<file path="src/rtl/rx_medida_7e1.sv">
// 7E1 UART receiver for the distance meter link: deserializes characters and
// parses "units, tens, hundreds, '#'" frames into a 12-bit BCD measurement.
module rx_medida_7e1 #(
    parameter int unsigned CLKS_PER_BIT = 434
) (
    input  logic        clock,
    input  logic        reset,
    input  logic        entrada_serial,
    output logic [11:0] medida,
    output logic        medida_valida,
    output logic        erro_paridade,
    output logic        erro_formato,
    output logic [3:0]  db_estado
);

    localparam int unsigned CW = (CLKS_PER_BIT > 1) ? $clog2(CLKS_PER_BIT) : 1;
    localparam logic [CW-1:0] ULTIMO = CW'(CLKS_PER_BIT - 1);
    localparam logic [CW-1:0] MEIO   = CW'(CLKS_PER_BIT / 2 - 1);
    localparam logic [6:0]    HASH   = 7'h23;

    typedef enum logic [2:0] {
        OCIOSO       = 3'd0,
        START        = 3'd1,
        DADOS        = 3'd2,
        STOP         = 3'd3,
        ESPERA_LINHA = 3'd4
    } rx_t;

    typedef enum logic [2:0] {
        ESPERA_UNIDADE = 3'd0,
        ESPERA_DEZENA  = 3'd1,
        ESPERA_CENTENA = 3'd2,
        ESPERA_HASH    = 3'd3,
        RESSINC        = 3'd4
    } slot_t;

    rx_t   rx_estado, rx_prox;
    slot_t slot, slot_prox;

    logic          sinc1, linha, linha_ant;
    logic [CW-1:0] cnt;
    logic [2:0]    bit_cnt;
    logic          par_flag;
    logic [6:0]    dados;
    logic          bit_par;
    logic [3:0]    unid, dez, cent;

    logic amostra, fim_char;
    logic eh_hash, eh_digito, par_ok;
    logic guarda, valida_prox, erro_par_prox, erro_fmt_prox;

    always_ff @(posedge clock or negedge reset) begin
        if (!reset) begin
            sinc1     <= 1'b1;
            linha     <= 1'b1;
            linha_ant <= 1'b1;
        end else begin
            sinc1     <= entrada_serial;
            linha     <= sinc1;
            linha_ant <= linha;
        end
    end

    always_ff @(posedge clock or negedge reset) begin
        if (!reset) rx_estado <= OCIOSO;
        else        rx_estado <= rx_prox;
    end

    always_comb begin
        rx_prox  = rx_estado;
        amostra  = 1'b0;
        fim_char = 1'b0;
        case (rx_estado)
            OCIOSO: if (linha_ant && !linha) rx_prox = START;
            START: if (cnt == MEIO) begin
                amostra = 1'b1;
                rx_prox = linha ? OCIOSO : DADOS;
            end
            DADOS: if (cnt == ULTIMO) begin
                amostra = 1'b1;
                if (par_flag) rx_prox = STOP;
            end
            STOP: if (cnt == ULTIMO) begin
                amostra  = 1'b1;
                fim_char = 1'b1;
                rx_prox  = linha ? OCIOSO : ESPERA_LINHA;
            end
            ESPERA_LINHA: if (linha) rx_prox = OCIOSO;
            default: rx_prox = OCIOSO;
        endcase
    end

    // Baud counter restarts on every sample so each state times from its own entry.
    always_ff @(posedge clock or negedge reset) begin
        if (!reset) begin
            cnt      <= '0;
            bit_cnt  <= '0;
            par_flag <= 1'b0;
            dados    <= '0;
            bit_par  <= 1'b0;
        end else begin
            if ((rx_estado == START || rx_estado == DADOS || rx_estado == STOP) && !amostra)
                cnt <= cnt + CW'(1);
            else
                cnt <= '0;

            if (rx_estado == OCIOSO) begin
                bit_cnt  <= '0;
                par_flag <= 1'b0;
            end else if (rx_estado == DADOS && amostra) begin
                if (!par_flag) begin
                    dados <= {linha, dados[6:1]};
                    if (bit_cnt == 3'd6) par_flag <= 1'b1;
                    else                 bit_cnt  <= bit_cnt + 3'd1;
                end else begin
                    bit_par <= linha;
                end
            end
        end
    end

    assign eh_hash   = (dados == HASH);
    assign eh_digito = (dados >= 7'h30) && (dados <= 7'h39);
    assign par_ok    = ((^dados) == bit_par);

    always_ff @(posedge clock or negedge reset) begin
        if (!reset) slot <= ESPERA_UNIDADE;
        else        slot <= slot_prox;
    end

    // A bad stop bit outranks a parity error so a character never raises two pulses.
    always_comb begin
        slot_prox     = slot;
        guarda        = 1'b0;
        valida_prox   = 1'b0;
        erro_par_prox = 1'b0;
        erro_fmt_prox = 1'b0;
        if (fim_char) begin
            if (!linha) begin
                erro_fmt_prox = 1'b1;
                slot_prox     = RESSINC;
            end else if (!par_ok) begin
                erro_par_prox = 1'b1;
                slot_prox     = RESSINC;
            end else begin
                case (slot)
                    ESPERA_UNIDADE, ESPERA_DEZENA, ESPERA_CENTENA: begin
                        if (eh_digito) begin
                            guarda = 1'b1;
                            if (slot == ESPERA_UNIDADE)     slot_prox = ESPERA_DEZENA;
                            else if (slot == ESPERA_DEZENA) slot_prox = ESPERA_CENTENA;
                            else                            slot_prox = ESPERA_HASH;
                        end else begin
                            erro_fmt_prox = 1'b1;
                            slot_prox     = eh_hash ? ESPERA_UNIDADE : RESSINC;
                        end
                    end
                    ESPERA_HASH: begin
                        if (eh_hash) begin
                            valida_prox = 1'b1;
                            slot_prox   = ESPERA_UNIDADE;
                        end else begin
                            erro_fmt_prox = 1'b1;
                            slot_prox     = RESSINC;
                        end
                    end
                    RESSINC: if (eh_hash) slot_prox = ESPERA_UNIDADE;
                    default: slot_prox = RESSINC;
                endcase
            end
        end
    end

    always_ff @(posedge clock or negedge reset) begin
        if (!reset) begin
            unid          <= '0;
            dez           <= '0;
            cent          <= '0;
            medida        <= '0;
            medida_valida <= 1'b0;
            erro_paridade <= 1'b0;
            erro_formato  <= 1'b0;
        end else begin
            if (guarda) begin
                case (slot)
                    ESPERA_UNIDADE: unid <= dados[3:0];
                    ESPERA_DEZENA:  dez  <= dados[3:0];
                    default:        cent <= dados[3:0];
                endcase
            end
            if (valida_prox) medida <= {cent, dez, unid};
            medida_valida <= valida_prox;
            erro_paridade <= erro_par_prox;
            erro_formato  <= erro_fmt_prox;
        end
    end

    assign db_estado = {rx_estado[1:0], slot[1:0]};

endmodule

</file>
<file path="config.mk">
export PLATFORM = sky130hd
export DESIGN_NAME = rx_medida_7e1
export DESIGN_NICKNAME = d
export VERILOG_FILES = /design/src/rtl/rx_medida_7e1.sv
export SDC_FILE = /design/constraint.sdc
export NUM_CORES = 1
export LEC_CHECK = 0
export BUFFER_PORTS_ARGS = -buffer_cell sky130_fd_sc_hd__buf_2
export CELL_PAD_IN_SITES_DETAIL_PLACEMENT = 0
export CELL_PAD_IN_SITES_GLOBAL_PLACEMENT = 1
export CORE_MARGIN = 4
export CORE_UTILIZATION = 29
export DETAILED_ROUTE_END_ITERATION = 10
export PLACE_DENSITY_LB_ADDON = 0.2
export RECOVER_POWER = 25
export SLEW_MARGIN = 20
export SYNTH_ARGS = -nofsm -noshare
export SYNTH_HDL_FRONTEND = slang
export SYNTH_SLANG_ARGS = --single-unit
</file>
<file path="constraint.sdc">
create_clock -name clock -period 7.2 [get_ports clock]
set_input_delay 0.72 -clock clock [delete_from_list [all_inputs] [get_ports clock]]
set_output_delay 0.72 -clock clock [all_outputs]
set_load 0.01 [all_outputs]
</file>
==> results of run 1 <==
[worst max path at each step]
stage,from,to,slack [ps],depth (start not counted)
floorplan,dados[2],dez[1],4890,7
global placement,dados[2],unid[3],4620,7
detailed placement,dados[3],unid[0],4610,7
CTS,dados[2],unid[0],4590,7
global route,reset,bit_cnt[2],3260,2
finish,reset,bit_cnt[2],4030,2
[synthesized netlist by cell type (2+ instances only)]
| cell | n |
|---|---|
| a21oi_1 | 3 |
| a22o_1 | 2 |
| and2_1 | 2 |
| and3_1 | 3 |
| buf_2 | 2 |
| buf_4 | 4 |
| clkbuf_1 | 4 |
| dfrtp_1 | 54 |
| dfstp_2 | 3 |
| ha_1 | 12 |
| inv_1 | 11 |
| mux2_2 | 26 |
| mux2i_1 | 3 |
| nand2_1 | 16 |
| nand2b_1 | 3 |
| nand3_1 | 6 |
| nand3b_1 | 2 |
| nand4_1 | 3 |
| nand4b_1 | 3 |
| nor2_1 | 20 |
| nor2b_1 | 2 |
| nor3_1 | 4 |
| nor4_4 | 4 |
| o21ai_0 | 9 |
| o31ai_1 | 2 |
| xor2_1 | 8 |
[logic make-up after synthesis]
kind of cell    synth area share
buf+inv                   0.0390
compound gates            0.0625
flops                      0.518
fa+ha+maj                 0.0544
xor+xnor                  0.0430
mux                        0.121
simple gates               0.162
[state kept, by name (all words and copies together) (netlist names), 3 cells and up]
register,flops
medida,12
cnt,9
dados,7
cent,4
dez,4
unid,4
bit_cnt,3
rx_estado,3
slot,3
[final cells by class]
cell class / count / area, sq um / area share
clock inverter: 7 / 93.8 / 0.0295
timing repair buffer: 22 / 109 / 0.0342
sequential: 57 / 1430 / 0.449
tap: 129 / 161 / 0.0507
multi-input combinational: 154 / 1220 / 0.384
inverter: 11 / 41.3 / 0.0130
clock buffer: 9 / 124 / 0.0389
[cells in the final DEF, fill, tap and decap left out, types with 4 or more instances in the layout]
master / n
mux2_2: 26
nor4_4: 4
nor2_1: 20
buf_2: 21
o21ai_0: 9
nand3_1: 6
dfrtp_1: 54
ha_1: 12
clkbuf_8: 9
nand2_1: 16
inv_1: 11
xor2_1: 8
nor3_1: 4
[per-stage QoR]
stage               utilization  hold slack, ps  worst slack (ps)  instance area [sq um]  total power [mW]
floorplan                     -             345              4890                   2760             0.427
global placement          0.321             348              4620                   2970             0.452
detailed placement        0.321             349              4610                   2970             0.451
CTS                       0.345             359              4590                   3190             0.790
global route              0.344             375              3260                   3180             0.816
finish                    0.344             363              4030                   3180             0.772
[routing by layer]
layer,part of all wire,wire (microns)
met5,0,0
met4,0.015,76
met3,0.035,181
met2,0.50,2550
met1,0.45,2340
[power by group through the flow]
| stage | clock, mW | sequential, mW | combinational, mW |
|---|---|---|---|
| 6_report | 0.331 | 0.361 | 0.0798 |
| 5_1_grt | 0.359 | 0.364 | 0.0928 |
| 4_1_cts | 0.345 | 0.361 | 0.0832 |
| 3_5_place_dp | 0 | 0.367 | 0.0835 |
| 3_3_place_gp | 0 | 0.368 | 0.0845 |
| 2_1_floorplan | 0 | 0.355 | 0.0715 |
==> qor.csv, run 1 <==
metric;value;unit
clk_path_buf_depth;2;
grt_pass1_wl;9.35;mm
cts-hold-fix-buffers;0;
portBuffers;21;
ys_seq_area_frac;0.518;
maxCapViolations;1;
rsz0062_at_grt;no;
status;finished, violations left;
nNetsFinal;270;
violations;capacitance limit, slew limit;
r2r-end;unid[0];
crit_fanout;57;
synth_area_leaders;dfrtp_1, mux2_2, ha_1, nor4_4, dfstp_2;
cts.sinks;57;
period_share;0.440;
fin_crit;3170;ps
crit_arrival;2940;ps
worst-setup-path-type;in2async;
critPathTopFamily;buffers and inverters;
cts_tree;yes;
use_met1;0.129;
grt.total_usage;0.105;
dp_cells;373;
crit_required;6970;ps
diodes;0;
grt-busiest-layer;met2;
h-tree-depth;3;
place.gp.congestion;0.776;
cts_buffers;9;
grt_pass1_vias;1917;
ant_nets;0;
ys.flop_type;dfrtp_1;
hold_path_class;reg2reg;
synth_cells;233;
clk_pin_slew_worst_paths;70;ps
cts_resized;0;
hold_path.startpoint;sinc1;
rows;35;
switching_share;0.278;
synth_nets;248;
drcViolationCount;0;
synth-seq-cells;57;
fin_skew;6.79;ps
cp_slowest_cell;clkbuf_1;
yosys_warnings;0;
overflow;0;
power_leakage;1.53;nW
use_met2;0.173;
dieWidth;106;microns
maxSlewViolCount;58;
n_fill_cell;944;
die_area;11100;sq um
crit_chain;buf_2 > clkbuf_1;
ys_types;48;
hold_violations;0;
internal_power;0.557;mW
peakVddDrop;177;uV
p_comb_frac;0.103;
place_hpwl;3.56;mm
layout-drive-gt1-share;0.288;
drt-initial-drc-count;45;
powerDensity;242;nW/um^2
ioPinCount;22;
clk_latency;330;ps
antenna_found_initial;0;
postCtsSetupBuffers;0;
seqPwrFrac;0.468;
yosys.area.top_type;dfrtp_1;
core_area;9240;sq um
min_to;linha;
vias;1739;
firstDrtPassIters;4;
synth-edff-count;0;
max_slew.worst_pin.slew;3020;ps
r2r_cells;7;
rr_startpoint;dados[2];
start_util;0.299;
synth.top_cell.area_share;0.489;
layout.cells.non_filler;389;
use_met3;0.0325;
p_clk_frac;0.429;
grt_max_degree;58;
cp-start-kind;primary input;
fp.dieH;106;microns
whs_path_depth;0;
cp_slowest_stage_delay;2130;ps
syn_area_per_cell;11.9;sq um
vias_per_cell;4.47;
async_reset_ff_frac;1.00;
critPathBufInv;2;
clock.fmax;0.315;GHz
drt-total-wl;5.15;mm
setup_tns;0;ps
avgRoutedWirePerCell;13.2;microns
area_growth;15.3;%
setup_viol;0;
cts-root-buf;clkbuf_8;
regToRegSetupSlack;4570;ps
syn-cell-area;2760;sq um
slew-limit-headroom;-1.01;
endpoint_kind;asynchronous set/reset pin;
p_sw;0.215;mW
Note: power is estimated with default switching activity, not from simulation.
==> run 2: changes to the inputs <==
Clock period 7.2 ns to 3.3 ns, I/O delays scaled along.
==> qor.csv, run 2 (same netlist as run 1, synthesis figures left out) <==
metric;value;unit;change
maxSlewViolCount;0;;-100%
cp-start-kind;flip-flop;;
ioPinCount;22;;unchanged
grt_max_degree;23;;-60%
cts_resized;0;;unchanged
place_hpwl;3.70;mm;+4.1%
cp_slowest_cell;dfrtp_1;;
crit_chain;inv_1 > ha_1 > xnor3_2 > xnor2_2 > nand2_2 > nor4_4 > mux2_2;;
peakVddDrop;272;uV;+54%
seqPwrFrac;0.459;;-0.009
h-tree-depth;3;;unchanged
setup_viol;0;;unchanged
grt_pass1_wl;9.16;mm;-2.0%
vias_per_cell;4.55;;+1.9%
regArea;1430;sq um;unchanged
layout_common_cells;dfrtp_1, mux2_2, nor2_1, nand2_1, ha_1;;
overflow;0;;unchanged
hold_violations;0;;unchanged
layout-drive-gt1-share;0.258;;-0.0309
fin_skew;12.0;ps;+5.16 ps
max_slew.worst_pin.slew;1150;ps;-1870 ps
cts-hold-fix-buffers;1;;+1
drcViolationCount;0;;unchanged
area_growth;16.4;%;
drt-initial-drc-count;34;;-24%
postCtsSetupBuffers;0;;unchanged
p_clk_frac;0.434;;+0.005
core_area;9240;sq um;unchanged
internal_power;1.24;mW;+120%
setup_tns;0;ps;unchanged
fp.dieH;106;microns;unchanged
clock.fmax;0.378;GHz;
cp_slowest_stage_delay;470;ps;-1660 ps
clk_latency;340;ps;about the same
clk_path_buf_depth;2;;unchanged
slew-limit-headroom;0.232;;+1.25
design_area;3220;sq um;+1.0%
cts_buffers;9;;unchanged
powerDensity;534;nW/um^2;+120%
n_fill_cell;958;;+1.5%
antenna_found_initial;0;;unchanged
grt.total_usage;0.105;;-0.000560
top_regs;medida x12, cnt x9, dados x7;;
ant_nets;0;;unchanged
power_leakage;1.51;nW;-1.1%
use_met1;0.129;;-0.000150
use_met2;0.169;;-0.00364
mostFrequentLayoutCell;dfrtp_1;;
period_share;0.802;;
grt-busiest-layer;met2;;
endpoint_kind;flip-flop;;
largest_reg_flops;12;;unchanged
cts-root-buf;clkbuf_8;;
firstDrtPassIters;4;;unchanged
cts_tree;yes;;
place.gp.congestion;0.745;;-4.0%
p_sw;0.475;mW;+120%
die_area;11100;sq um;unchanged
diodes;0;;unchanged
switching_share;0.277;;-0.00160
start_util;0.299;;unchanged
maxCapViolations;0;;-1
dieWidth;106;microns;unchanged
grt_pass1_vias;1823;;-4.9%
dpl-instance-area;2990;sq um;+0.76%
status;completed;;
largest-register;medida;;
p_comb_frac;0.107;;+0.004
cts.sinks;57;;unchanged
use_met3;0.0404;;+0.00796
rsz0062_at_grt;no;;
drt-total-wl;5.26;mm;+2.0%
hold_path_class;in2reg;;
fin_crit;2650;ps;
multi_input_area;1220;sq um;unchanged
rows;35;;unchanged
worst-setup-path-type;reg2reg;;
crit_required;3520;ps;-3450 ps
crit_arrival;2870;ps;-70 ps
clk_pin_slew_worst_paths;70;ps;about the same
crit_fanout;6;;-89%
portBuffers;21;;unchanged
nNetsFinal;274;;+1.5%
avgRoutedWirePerCell;13.4;microns;+0.92%
vias;1790;;+2.9%
run 2: changes by cell type in the layout (fill, tap and decap cells not counted), sizes merged:
cell,before,now
clkinvlp,2,1
dlygate4sd3,0,1
buf,21,14
clkbuf,10,21
run 2: power groups by stage:
stage	Clock, mW	Combinational [mW]	Sequential [mW]
floorplan	0	0.156	0.776
global placement	0	0.187	0.803
detailed placement	0	0.188	0.800
CTS	0.772	0.190	0.788
global route	0.810	0.213	0.797
finish	0.744	0.184	0.788
run 2: worst max-delay path, delay by kind of cell (launching register included):
kind	cells	cell delay, ps
buf+inv	1	120
xor+xnor	2	690
flops	1	470
simple gates	2	570
fa+ha+maj	1	290
mux	1	390
run 2: path summary, 6_finish.rpt:
kind | slack, ps | startpoint | cells past startpoint | end
worst max register to register | 650 | dados[2] | 7 | unid[1]
worst min-delay path | 90 | entrada_serial | 1 | sinc1
worst max-delay path | 650 | dados[2] | 7 | unid[1]
worst min register to register | 360 | sinc1 | 0 | linha
max in group asynchronous | 1620 | reset | 3 | linha_ant
min in group asynchronous | 730 | reset | 2 | slot[0]
run 2: layout make-up:
| type | count | share of cell area |
|---|---|---|
| tap | 129 | 0.0502 |
| timing repair buffer | 26 | 0.0409 |
| inverter | 11 | 0.0128 |
| sequential | 57 | 0.445 |
| clock buffer | 10 | 0.0428 |
| clock inverter | 6 | 0.0280 |
| multi-input combinational | 154 | 0.381 |
run 2: metal layers:
metal / vias to the layer above / routed length (microns)
met1: 888 / 2470
met5: - / 0
li1: 870 / -
met3: 8 / 186
met4: 0 / 77
met2: 24 / 2530
run 2: metrics by stage:
step,util,instances,setup WS (ps),power (mW),hold slack (ps)
6_report,0.348,393,655,1.72,91.5
5_1_grt,0.348,393,527,1.82,65.4
3_5_place_dp,0.324,376,664,0.988,324
2_1_floorplan,-,233,989,0.932,34.4
3_3_place_gp,0.324,376,705,0.990,327
4_1_cts,0.349,393,660,1.75,66.9
